--- src/rtl/proc_pkg.sv ---
// Shared processor constants and the write-back entry type.
package proc_pkg;
  localparam int REG_ADDR_W = 3;
  localparam int NUM_REGS   = 8;
  localparam int WB_W       = 16;

  // Default-width entry. Modules with a different data width build their own
  // entry layout from REG_ADDR_W and their W parameter.
  typedef struct packed {
    logic [REG_ADDR_W-1:0] addr;
    logic [WB_W-1:0]       data;
  } wb_entry_t;
endpackage

--- src/rtl/decoder.sv ---
// Register index to one-hot decoder (3->8). It has an enable input, and when the enable is low the output is all zeros.
module Decoder
  import proc_pkg::*;
(
  input  logic                  en,
  input  logic [REG_ADDR_W-1:0] sel,
  output logic [NUM_REGS-1:0]   y
);
  always_comb begin
    y = '0;
    if (en) y[sel] = 1'b1;
  end
endmodule

--- src/rtl/wb_youngest_match.sv ---
// Finds the youngest valid queue entry whose destination matches addr.
// It is used only when the design is built with WB_BYPASS_EN.
module wb_youngest_match
  import proc_pkg::*;
#(
  parameter int W     = 16,
  parameter int DEPTH = 4,
  parameter int PW    = $clog2(DEPTH)
) (
  input  logic [DEPTH-1:0]                 valid,
  input  logic [DEPTH-1:0][REG_ADDR_W-1:0] addrs,
  input  logic [DEPTH-1:0][W-1:0]          datas,
  input  logic [PW-1:0]                    head,
  input  logic [REG_ADDR_W-1:0]            addr,
  output logic                             hit,
  output logic [W-1:0]                     data
);
  logic [PW-1:0] idx;

  // The scan runs from oldest to youngest. A later match overrides an earlier one, so the entry closest to tail wins.
  always_comb begin
    hit  = 1'b0;
    data = '0;
    idx  = '0;
    for (int i = 0; i < DEPTH; i++) begin
      idx = head + PW'(i);
      if (valid[idx] && (addrs[idx] == addr)) begin
        hit  = 1'b1;
        data = datas[idx];
      end
    end
  end
endmodule

--- src/rtl/wb_write_queue.sv ---
// In-order write-back queue in front of the register file write port.
// Define WB_BYPASS_EN to compile in forwarding to the decode read ports.
module wb_write_queue
  import proc_pkg::*;
#(
  parameter int W     = 16,
  parameter int DEPTH = 4
) (
  input  logic                     clk,
  input  logic                     rst,
  input  logic                     in_valid,
  output logic                     in_ready,
  input  logic [REG_ADDR_W-1:0]    in_addr,
  input  logic [W-1:0]             in_data,
  input  logic                     wr_hold,
  output logic                     regWrite,
  output logic [REG_ADDR_W-1:0]    WA,
  output logic [W-1:0]             WD,
  output logic [NUM_REGS-1:0]      pending,
  output logic [$clog2(DEPTH):0]   count,
  output logic                     full,
  output logic                     empty,
  input  logic [REG_ADDR_W-1:0]    byp_src_addr,
  input  logic [REG_ADDR_W-1:0]    byp_dst_addr,
  output logic                     byp_src_hit,
  output logic                     byp_dst_hit,
  output logic [W-1:0]             byp_src_data,
  output logic [W-1:0]             byp_dst_data
);
  localparam int PW = $clog2(DEPTH);
  localparam int CW = PW + 1;

  // Handshake: a push happens on an edge where in_valid && in_ready. A pop happens on an edge where regWrite is high.
  logic [DEPTH-1:0][REG_ADDR_W-1:0] ent_addr;
  logic [DEPTH-1:0][W-1:0]          ent_data;
  logic [DEPTH-1:0]                 valid;
  logic [PW-1:0]                    head;
  logic [PW-1:0]                    tail;
  logic [CW-1:0]                    cnt;
  logic                             push;
  logic                             pop;

  assign full     = (cnt == CW'(DEPTH));
  assign empty    = (cnt == '0);
  assign in_ready = !full;
  assign count    = cnt;
  assign push     = in_valid && in_ready;
  assign regWrite = !empty && !wr_hold;
  assign pop      = regWrite;
  assign WA       = ent_addr[head];
  assign WD       = ent_data[head];

  // A push and a pop never target the same slot. A pop needs a non-empty queue and a push needs a non-full queue, and head equals tail only when the queue is empty or full.
  always_ff @(posedge clk or posedge rst) begin
    if (rst) begin
      ent_addr <= '0;
      ent_data <= '0;
      valid    <= '0;
      head     <= '0;
      tail     <= '0;
      cnt      <= '0;
    end else begin
      if (push) begin
        ent_addr[tail] <= in_addr;
        ent_data[tail] <= in_data;
        valid[tail]    <= 1'b1;
        tail           <= tail + 1'b1;
      end
      if (pop) begin
        valid[head] <= 1'b0;
        head        <= head + 1'b1;
      end
      cnt <= cnt + CW'(push) - CW'(pop);
    end
  end

  logic [DEPTH-1:0][NUM_REGS-1:0] dec_y;

  for (genvar g = 0; g < DEPTH; g++) begin : g_dec
    Decoder u_dec (
      .en  (valid[g]),
      .sel (ent_addr[g]),
      .y   (dec_y[g])
    );
  end

  always_comb begin
    pending = '0;
    for (int i = 0; i < DEPTH; i++) pending = pending | dec_y[i];
  end

`ifdef WB_BYPASS_EN
  wb_youngest_match #(.W(W), .DEPTH(DEPTH)) u_match_src (
    .valid (valid),
    .addrs (ent_addr),
    .datas (ent_data),
    .head  (head),
    .addr  (byp_src_addr),
    .hit   (byp_src_hit),
    .data  (byp_src_data)
  );

  wb_youngest_match #(.W(W), .DEPTH(DEPTH)) u_match_dst (
    .valid (valid),
    .addrs (ent_addr),
    .datas (ent_data),
    .head  (head),
    .addr  (byp_dst_addr),
    .hit   (byp_dst_hit),
    .data  (byp_dst_data)
  );
`else
  // The ports stay so the interface does not change. Decode must stall on pending instead of forwarding.
  logic byp_unused;
  assign byp_unused   = ^{byp_src_addr, byp_dst_addr};
  assign byp_src_hit  = 1'b0;
  assign byp_dst_hit  = 1'b0;
  assign byp_src_data = '0;
  assign byp_dst_data = '0;
`endif
endmodule

--- config.mk ---
export PLATFORM = sky130hd
export DESIGN_NAME = wb_write_queue
export DESIGN_NICKNAME = d
export VERILOG_FILES = /design/src/rtl/proc_pkg.sv /design/src/rtl/decoder.sv /design/src/rtl/wb_youngest_match.sv /design/src/rtl/wb_write_queue.sv
export SDC_FILE = /design/constraint.sdc
export NUM_CORES = 1
export LEC_CHECK = 0
export CAP_MARGIN = 20
export CORE_ASPECT_RATIO = 0.7
export CORE_MARGIN = 2
export CORE_UTILIZATION = 45
export DETAILED_ROUTE_END_ITERATION = 16
export HOLD_SLACK_MARGIN = 0.15
export PLACE_DENSITY = 0.8
export SYNTH_ARGS = -nofsm -noshare
export SYNTH_HDL_FRONTEND = slang
export SYNTH_HIERARCHICAL = 1
export SYNTH_SLANG_ARGS = --single-unit
--- constraint.sdc ---
create_clock -name clk -period 2.67 [get_ports clk]
set_input_delay 0.4005 -clock clk [delete_from_list [all_inputs] [get_ports clk]]
set_output_delay 0.4005 -clock clk [all_outputs]
set_load 0.05 [all_outputs]
==> flow_summary.json, run 1 <==
{
  "post_drt_via_cell_ratio": 5.49,
  "regArea_sq_um": 2180,
  "final_antenna_net_count": 0,
  "cts.sinks": 87,
  "ys.flop_type": "dfrtp_1",
  "synth-xor-area-share_pct": 0.715,
  "crit_fanout": 10,
  "synth_compound_area_share_pct": 0.715,
  "design_area_sq_um": 5740,
  "wire_per_inst_um": 19.3,
  "grt_usage_pct": 17.5,
  "synth_cells": 308,
  "clkSlewWorstSetupHoldPaths_ps": 60,
  "die-area_sq_um": 11800,
  "rsz0062_at_grt": "no",
  "grt_pass1_vias": 2839,
  "synth_edf_count": 0,
  "routed_wirelength_um": 9720,
  "root_buffer": "clkbuf_16",
  "io_pins": 97,
  "final_nets": 406,
  "first_pass_iters": 4,
  "synthAdderAreaFrac_pct": 2.96,
  "grt_start_max_net_pins": 88,
  "crit_end": "pending[4]",
  "drv_cap": 0,
  "synthSimpleGateAreaFrac_pct": 10.3,
  "core.rowCount": 31,
  "r2r_end": "count[2]$_DFF_PP0_",
  "synthMuxAreaShare_pct": 32.5,
  "worst_slew_pin_slew_ps": 502,
  "netlist_area_sq_um": 4900,
  "htreeDepth": 3,
  "cp-start-kind": "register",
  "overflow": 0,
  "fin_crit_ps": 2570,
  "cts_tree": "yes",
  "ys_warn_count": 6,
  "setup_viol_count_final": 0,
  "die_x_um": 129,
  "hpwlAfterDp_um": 6180,
  "multi_input_area_sq_um": 2460,
  "fmax_ghz": 0.390,
  "synth.distinct_cells": 27,
  "hp-class": "register to register",
  "antenna_found_initial": 0,
  "drive_gt1_share_pct": 44.5,
  "final_hold_viol_count": 0,
  "avgSynthCellArea_sq_um": 15.9,
  "num_vias": 2761,
  "final_common_cell": "dfrtp_1",
  "grt_pass1_wl_um": 15700,
  "insertedDiodeCount": 0,
  "num-fill-cells": 855,
  "fin_cells": 503,
  "r2r_cells": 9,
  "slew_violations": 0,
  "async_flop_share_pct": 100,
  "dp.cells": 487,
  "clockBufferDepth": 2,
  "startpoint": "ent_addr[4]$_DFFE_PP0P_",
  "reg2reg_setup_slack_ps": 310,
  "die_h_um": 91.3,
  "dpl-instance-area_sq_um": 5410,
  "worst_ep_required_time_ps": 2270,
  "synth-seq-area-share_pct": 44.4,
  "end_kind": "primary output",
  "first_iter_violations": 149,
  "fin_crit_sh_pct": 96.1,
  "io_buffer_count": 56,
  "finClkSkew_ps": 4.60,
  "final_cell_mix": "dfrtp_1, mux2_4, conb_1",
  "place_congestion": 0.816,
  "initial_core_util_pct": 46.8,
  "relSlewSlack_pct": 66.4,
  "status": "completed",
  "ys_ff_latch": 87,
  "path_class": "register to primary output",
  "core_sq_um": 10500,
  "drc": 0,
  "cp.arrival_ps": 2170,
  "synth_top_family_by_area": "multiplexers",
  "syn_to_final_growth_pct": 17.1,
  "r2r_start": "count[0]$_DFF_PP0_",
  "clk_latency_ps": 340,
  "cts_buffers": 9
}
[synthesized netlist by cell type (2+ instances only)]
library cell	count	area share [%]
a2bb2oi_1	4	0.71
and3_4	4	0.92
and4_2	4	0.82
and4b_1	4	0.82
and4b_2	8	1.8
and4bb_1	8	2.0
and4bb_2	4	1.0
buf_2	2	0.20
buf_4	34	5.2
buf_6	9	2.1
dfrtp_1	87	44
ha_1	10	2.6
inv_1	9	0.69
mux2_2	2	0.46
mux2_4	76	23
mux4_2	19	8.7
nor4b_2	4	1.2
or4_1	8	1.2
xnor2_1	4	0.71
[kinds of logic (layout without fill, tap and decap cells)]
family	count (synthesis)	in the layout
simple gates	48	48
flops	87	87
xor+xnor	4	4
compound gates	4	4
mux	97	97
buf+inv	56	86
fa+ha+maj	11	11
other cells	1	34
[cell type report]
cell class / instances / area share, %
multi-input cells: 198 / 42.8
clock buffers: 10 / 3.99
repair buffers: 61 / 9.81
clock inverters: 6 / 1.90
inverters: 9 / 0.654
flip-flops and latches: 87 / 37.9
well taps: 132 / 2.88
[state kept, by name (all words and copies together), names as in the netlist]
signal    cells
ent_addr     12
tail          2
count         3
valid         4
head          2
ent_data     64
[worst min path at each step]
stage,cells after the start,slack (ps),start,end
after global routing,1,520,ent_data[42]$_DFFE_PP0P_,ent_data[42]$_DFFE_PP0P_
final,1,510,ent_data[24]$_DFFE_PP0P_,ent_data[24]$_DFFE_PP0P_
after global placement,1,490,ent_data[47]$_DFFE_PP0P_,ent_data[47]$_DFFE_PP0P_
after CTS,1,510,ent_data[42]$_DFFE_PP0P_,ent_data[42]$_DFFE_PP0P_
after detailed placement,1,490,ent_data[47]$_DFFE_PP0P_,ent_data[47]$_DFFE_PP0P_
after floorplan,1,480,ent_data[39]$_DFFE_PP0P_,ent_data[39]$_DFFE_PP0P_
[metrics by stage]
stage | utilization [%] | hold WS (ps) | setup slack (ps) | TNS (ps)
after floorplan | - | 476 | -46.9 | -46.9
final | 54.8 | 510 | 104 | 0
after global routing | 54.8 | 522 | 38.2 | 0
after detailed placement | 51.7 | 489 | 173 | 0
after CTS | 54.8 | 510 | 93.5 | 0
after global placement | 51.7 | 487 | 245 | 0
[repair_timing]
item,in CTS,in global routing
setup endpoints to repair,8,0
hold endpoints to repair,0,0
setup buffers,0,0
resized for setup,8,0
hold buffers,0,0
[metal layers]
layer / global-route usage (%) / up-vias / routed length, um
met4: 4.71 / 0 / 98
met1: 24.4 / 1482 / 4440
met5: 0 / - / 0
li1: - / 1197 / -
met2: 27.2 / 73 / 4690
met3: 4.83 / 9 / 486
[critical path: stages (launching register included)]
cell and delay (ps):
dfrtp_1 540, and4bb_2 280, or4_1 550, dlygate4sd2_1 450
Power of run 1 is left out: the tool's default activity adds up to more than one toggle a clock period on the data nets, which glitch-free logic cannot reach.
==> inputs of run 2 (changes only) <==
Settings changed: ABC_AREA from default to 1, PLACE_DENSITY 0.8 to 0.81.
==> flow_summary.json, run 2 <==
{
  "status": "completed",
  "final_hold_viol_count": 0,
  "antenna_found_initial": 0,
  "cts_tree": "yes",
  "final_common_cell": "nand2_1",
  "die_h_um": 88.7,
  "yosys-top-cells-area": "dfrtp_1, nand2_1, o21ai_0, nor2_1, buf_4",
  "drc": 0,
  "fin_crit_sh_pct": 89.9,
  "cp.arrival_ps": 2000,
  "die_x_um": 125,
  "relSlewSlack_pct": 49.7,
  "synth.distinct_cells": 25,
  "die-area_sq_um": 11100,
  "num_vias": 3745,
  "worst_slew_pin_slew_ps": 754,
  "grt_pass1_vias": 3583,
  "avgSynthCellArea_sq_um": 8.10,
  "fin_setup_tns_ps": 0,
  "regMostFlops": "ent_data",
  "dpl-instance-area_sq_um": 5060,
  "fmax_ghz": 0.417,
  "htreeDepth": 3,
  "setup_viol_count_final": 0,
  "final_nets": 659,
  "core.rowCount": 30,
  "post_drt_via_cell_ratio": 4.98,
  "initial_core_util_pct": 46.9,
  "worst_ep_required_time_ps": 2270,
  "synth_edf_count": 0,
  "overflow": 0,
  "cp-start-kind": "register",
  "yosys-top-cells-count": "nand2_1, dfrtp_1, nor2_1, o21ai_0, inv_1",
  "drv_cap": 0,
  "synth_top_area_cell": "dfrtp_1",
  "first_pass_iters": 5,
  "finClkSkew_ps": 6.15,
  "netlist_area_sq_um": 4610,
  "yosysTopAreaCellShare_pct": 47.2,
  "routed_wirelength_um": 10200,
  "ys_warn_count": 6,
  "clkSlewWorstSetupHoldPaths_ps": 60,
  "hp-class": "primary input to asynchronous set/reset pin",
  "cts.sinks": 87,
  "core_sq_um": 9830,
  "synth-seq-area-share_pct": 47.2,
  "io_pins": 97,
  "cts_resized": 0,
  "ys_ff_latch": 87,
  "synth_cells": 570,
  "syn_to_final_growth_pct": 16.4,
  "r2r_cells": 10,
  "async_flop_share_pct": 100,
  "place_congestion": 0.844,
  "wire_per_inst_um": 13.6,
  "ys.flop_type": "dfrtp_1",
  "clockBufferDepth": 2,
  "grt_usage_pct": 18.8,
  "grt_pass1_wl_um": 16600,
  "grt_start_max_net_pins": 88,
  "final_antenna_net_count": 0,
  "rsz0062_at_grt": "no",
  "holdBufCountCts": 0,
  "drive_gt1_share_pct": 10.9,
  "final_cell_mix": "nand2_1, dfrtp_1, nor2_1",
  "first_iter_violations": 261,
  "design_area_sq_um": 5370,
  "cts_buffers": 9,
  "fin_crit_ps": 2400,
  "end_kind": "primary output",
  "slew_violations": 0,
  "insertedDiodeCount": 0,
  "hpwlAfterDp_um": 6830,
  "root_buffer": "clkbuf_16",
  "path_class": "register to primary output",
  "num-fill-cells": 869,
  "io_buffer_count": 56,
  "yosysMostFrequentCell": "nand2_1",
  "crit_fanout": 6,
  "reg_top3": "ent_data x64, ent_addr x12, valid x4",
  "largest_reg_flops": 64,
  "clk_latency_ps": 340,
  "post-cts-setup-buffers": 0
}
## run 2: changes by cell type in the layout (fill, tap and decap cells not counted), moves of 10 or more
| cell | delta |
|---|---|
| o21ai_0 | +75 |
| nand2_1 | +111 |
| inv_1 | +43 |
| o22ai_1 | +19 |
| mux4_2 | -19 |
| o21ai_1 | +35 |
| nand2_2 | +10 |
| nor2_1 | +86 |
| mux2_4 | -76 |
## run 2: logic make-up after synthesis
family	count (synthesis)	synth area share, %
simple gates	219	19.5
compound gates	134	15.5
buf+inv	114	13.9
flops	87	47.2
fa+ha+maj	11	3.15
xor+xnor	4	0.759
other cells	1	0.0813
## run 2: layout make-up
type                       instances  area (sq um)  share of cell area (%)
sequential                        87          2180                    40.6
multi-input combinational        402          1920                    35.8
timing repair buffer              67           606                    11.3
clock buffer                      11           243                    4.52
inverter                          52           196                    3.66
tap                              128           160                    2.98
clock inverter                     5          65.1                    1.21
## run 2: worst paths after layout
check / start / to / slack [ps]
worst max-delay path: count[1]$_DFF_PP0_ / empty / 270
min in group clk: ent_data[10]$_DFFE_PP0P_ / ent_data[10]$_DFFE_PP0P_ / 490
max in group asynchronous: rst / ent_data[40]$_DFFE_PP0P_ / 1830
worst min-delay path: rst / valid[1]$_DFF_PP0_ / 470
worst min register to register: ent_data[10]$_DFFE_PP0P_ / ent_data[10]$_DFFE_PP0P_ / 490
worst max register to register: count[1]$_DFF_PP0_ / count[2]$_DFF_PP0_ / 520
## run 2: critical path, cell delays in order, from the launching register on
cell	delay, ps
dfrtp_1	460
nor2_4	160
nand2_1	160
inv_1	80
clkdlybuf4s50_1	800
## run 2: metal layers
metal	vias up	routed length, um	global-route usage, %	share of wire, %
li1	1849	-	-	-
met1	1757	4730	24.9	46
met2	131	4710	30.9	46
met3	8	671	4.84	6.6
met4	0	85	5.76	0.83
met5	-	0	0	0
## run 2: metrics by stage
stage / std cells / util, % / hold slack, ps / worst slack [ps]
after detailed placement: 736 / 51.5 / 470 / 399
final: 752 / 54.6 / 474 / 271
after global routing: 752 / 54.6 / 508 / 114
after floorplan: 603 / - / 448 / 19.3
after global placement: 736 / 51.5 / 461 / 390
after CTS: 752 / 54.6 / 488 / 256
Power of run 2 is left out for the same reason.
==> inputs of run 3 (changes only) <==
Settings changed: CORE_UTILIZATION 45 to 35, HOLD_SLACK_MARGIN 0.15 to 0.02, PLACE_DENSITY 0.81 to default, PLACE_DENSITY_LB_ADDON from default to 0.05.
==> flow_summary.json, run 3 (synthesis results as in run 2) <==
{
  "syn_to_final_growth_pct": 17.4,
  "setup_ws_ps": 263,
  "regArea_sq_um": 2180,
  "grt_start_max_net_pins": 88,
  "final_cell_mix": "nand2_1, dfrtp_1, nor2_1",
  "place_congestion": 0.762,
  "relSlewSlack_pct": 66.5,
  "fmax_ghz": 0.415,
  "finClkSkew_ps": 6.03,
  "cts_tree": "yes",
  "fin_setup_tns_ps": 0,
  "die_x_um": 141,
  "reg_top3": "ent_data x64, ent_addr x12, valid x4",
  "grt_pass1_vias": 3495,
  "fin_crit_sh_pct": 90.2,
  "cts_buffers": 9,
  "crit_chain": "inv_1 -> nand2_1 -> nor2_1 -> nor2_1 -> nand2_1 -> clkdlybuf4s50_1",
  "core_sq_um": 13000,
  "path_class": "register to primary output",
  "end_kind": "primary output",
  "holdBufCountCts": 0,
  "clkSlewWorstSetupHoldPaths_ps": 60,
  "wire_per_inst_um": 14.1,
  "final_hold_viol_count": 0,
  "core.rowCount": 35,
  "io_buffer_count": 56,
  "first_iter_violations": 175,
  "fin_crit_ps": 2410,
  "root_buffer": "clkbuf_16",
  "clk_latency_ps": 340,
  "clockBufferDepth": 2,
  "dp.cells": 774,
  "multi_input_area_sq_um": 1920,
  "io_pins": 97,
  "hpwlAfterDp_um": 7200,
  "drive_gt1_share_pct": 10.8,
  "timing.hold.ws_ps": 462,
  "cp.arrival_ps": 2010,
  "regMostFlops": "ent_data",
  "startpoint": "ent_addr[8]$_DFFE_PP0P_",
  "initial_core_util_pct": 35.5,
  "final_antenna_net_count": 0,
  "r2r_start": "count[1]$_DFF_PP0_",
  "first_pass_iters": 4,
  "path_buf_inv": 2,
  "grt_pass1_wl_um": 18100,
  "worst_slew_pin_slew_ps": 502,
  "num_vias": 3627,
  "final_nets": 659,
  "dp_slack_ps": 418,
  "insertedDiodeCount": 0,
  "die_h_um": 100,
  "num-fill-cells": 1304,
  "htreeDepth": 3,
  "routed_wirelength_um": 11100,
  "final_common_cell": "nand2_1",
  "rsz0062_at_grt": "no",
  "cts_resized": 0,
  "drc": 0,
  "crit_slowest_cell": "clkdlybuf4s50_1",
  "post_drt_via_cell_ratio": 4.60,
  "drv_cap": 0,
  "hp-class": "primary input to asynchronous set/reset pin",
  "overflow": 0,
  "slew_violations": 0,
  "post-cts-setup-buffers": 0,
  "worst_ep_required_time_ps": 2270,
  "fin_cells": 789,
  "antenna_found_initial": 0,
  "die-area_sq_um": 14100,
  "crit_fanout": 5,
  "cpLargestDelayFamily": "buffers and inverters",
  "largest_reg_flops": 64,
  "cts.sinks": 87,
  "grt_usage_pct": 16.7,
  "setup_viol_count_final": 0,
  "status": "completed",
  "slowest_delay_ps": 800,
  "cp-start-kind": "register"
}
## run 3: layout make-up
cell class                      instances  share of cell area (%)
Clock buffer                           11                    4.48
Clock inverter                          4                    1.02
Inverter                               52                    3.63
Multi-Input combinational cell        402                    35.5
Sequential cell                        87                    40.2
Tap cell                              166                    3.83
Timing Repair Buffer                   67                    11.4
## run 3: path summary, 6_finish.rpt
kind	slack, ps	cells past startpoint	to
hold / removal	460	3	count[0]$_DFF_PP0_
hold reg to reg	480	2	ent_data[25]$_DFFE_PP0P_
min in group clk	480	2	ent_data[25]$_DFFE_PP0P_
setup / recovery	260	6	pending[2]
max in group asynchronous	1810	3	ent_data[10]$_DFFE_PP0P_
setup reg to reg	570	10	count[2]$_DFF_PP0_
## run 3: through the flow
step | util [%] | area (sq um)
floorplan | - | 4740
global placement | 39.4 | 5120
detailed placement | 39.4 | 5120
CTS | 41.7 | 5420
global route | 41.7 | 5420
finish | 41.7 | 5420
## run 3: metal layers
layer | vias to the layer above | share of wire [%] | global-route usage [%]
li1 | 1846 | - | -
met5 | - | 0 | 0
met3 | 2 | 4.2 | 3.91
met2 | 77 | 45 | 26.2
met4 | 0 | 0.27 | 4.62
met1 | 1702 | 50 | 23.5
## run 3: tightest hold or removal path, stage by stage
cell and delay (ps):
clkdlybuf4s50_1 420, clkinv_2 60, buf_12 340
Power of run 3 is left out for the same reason.
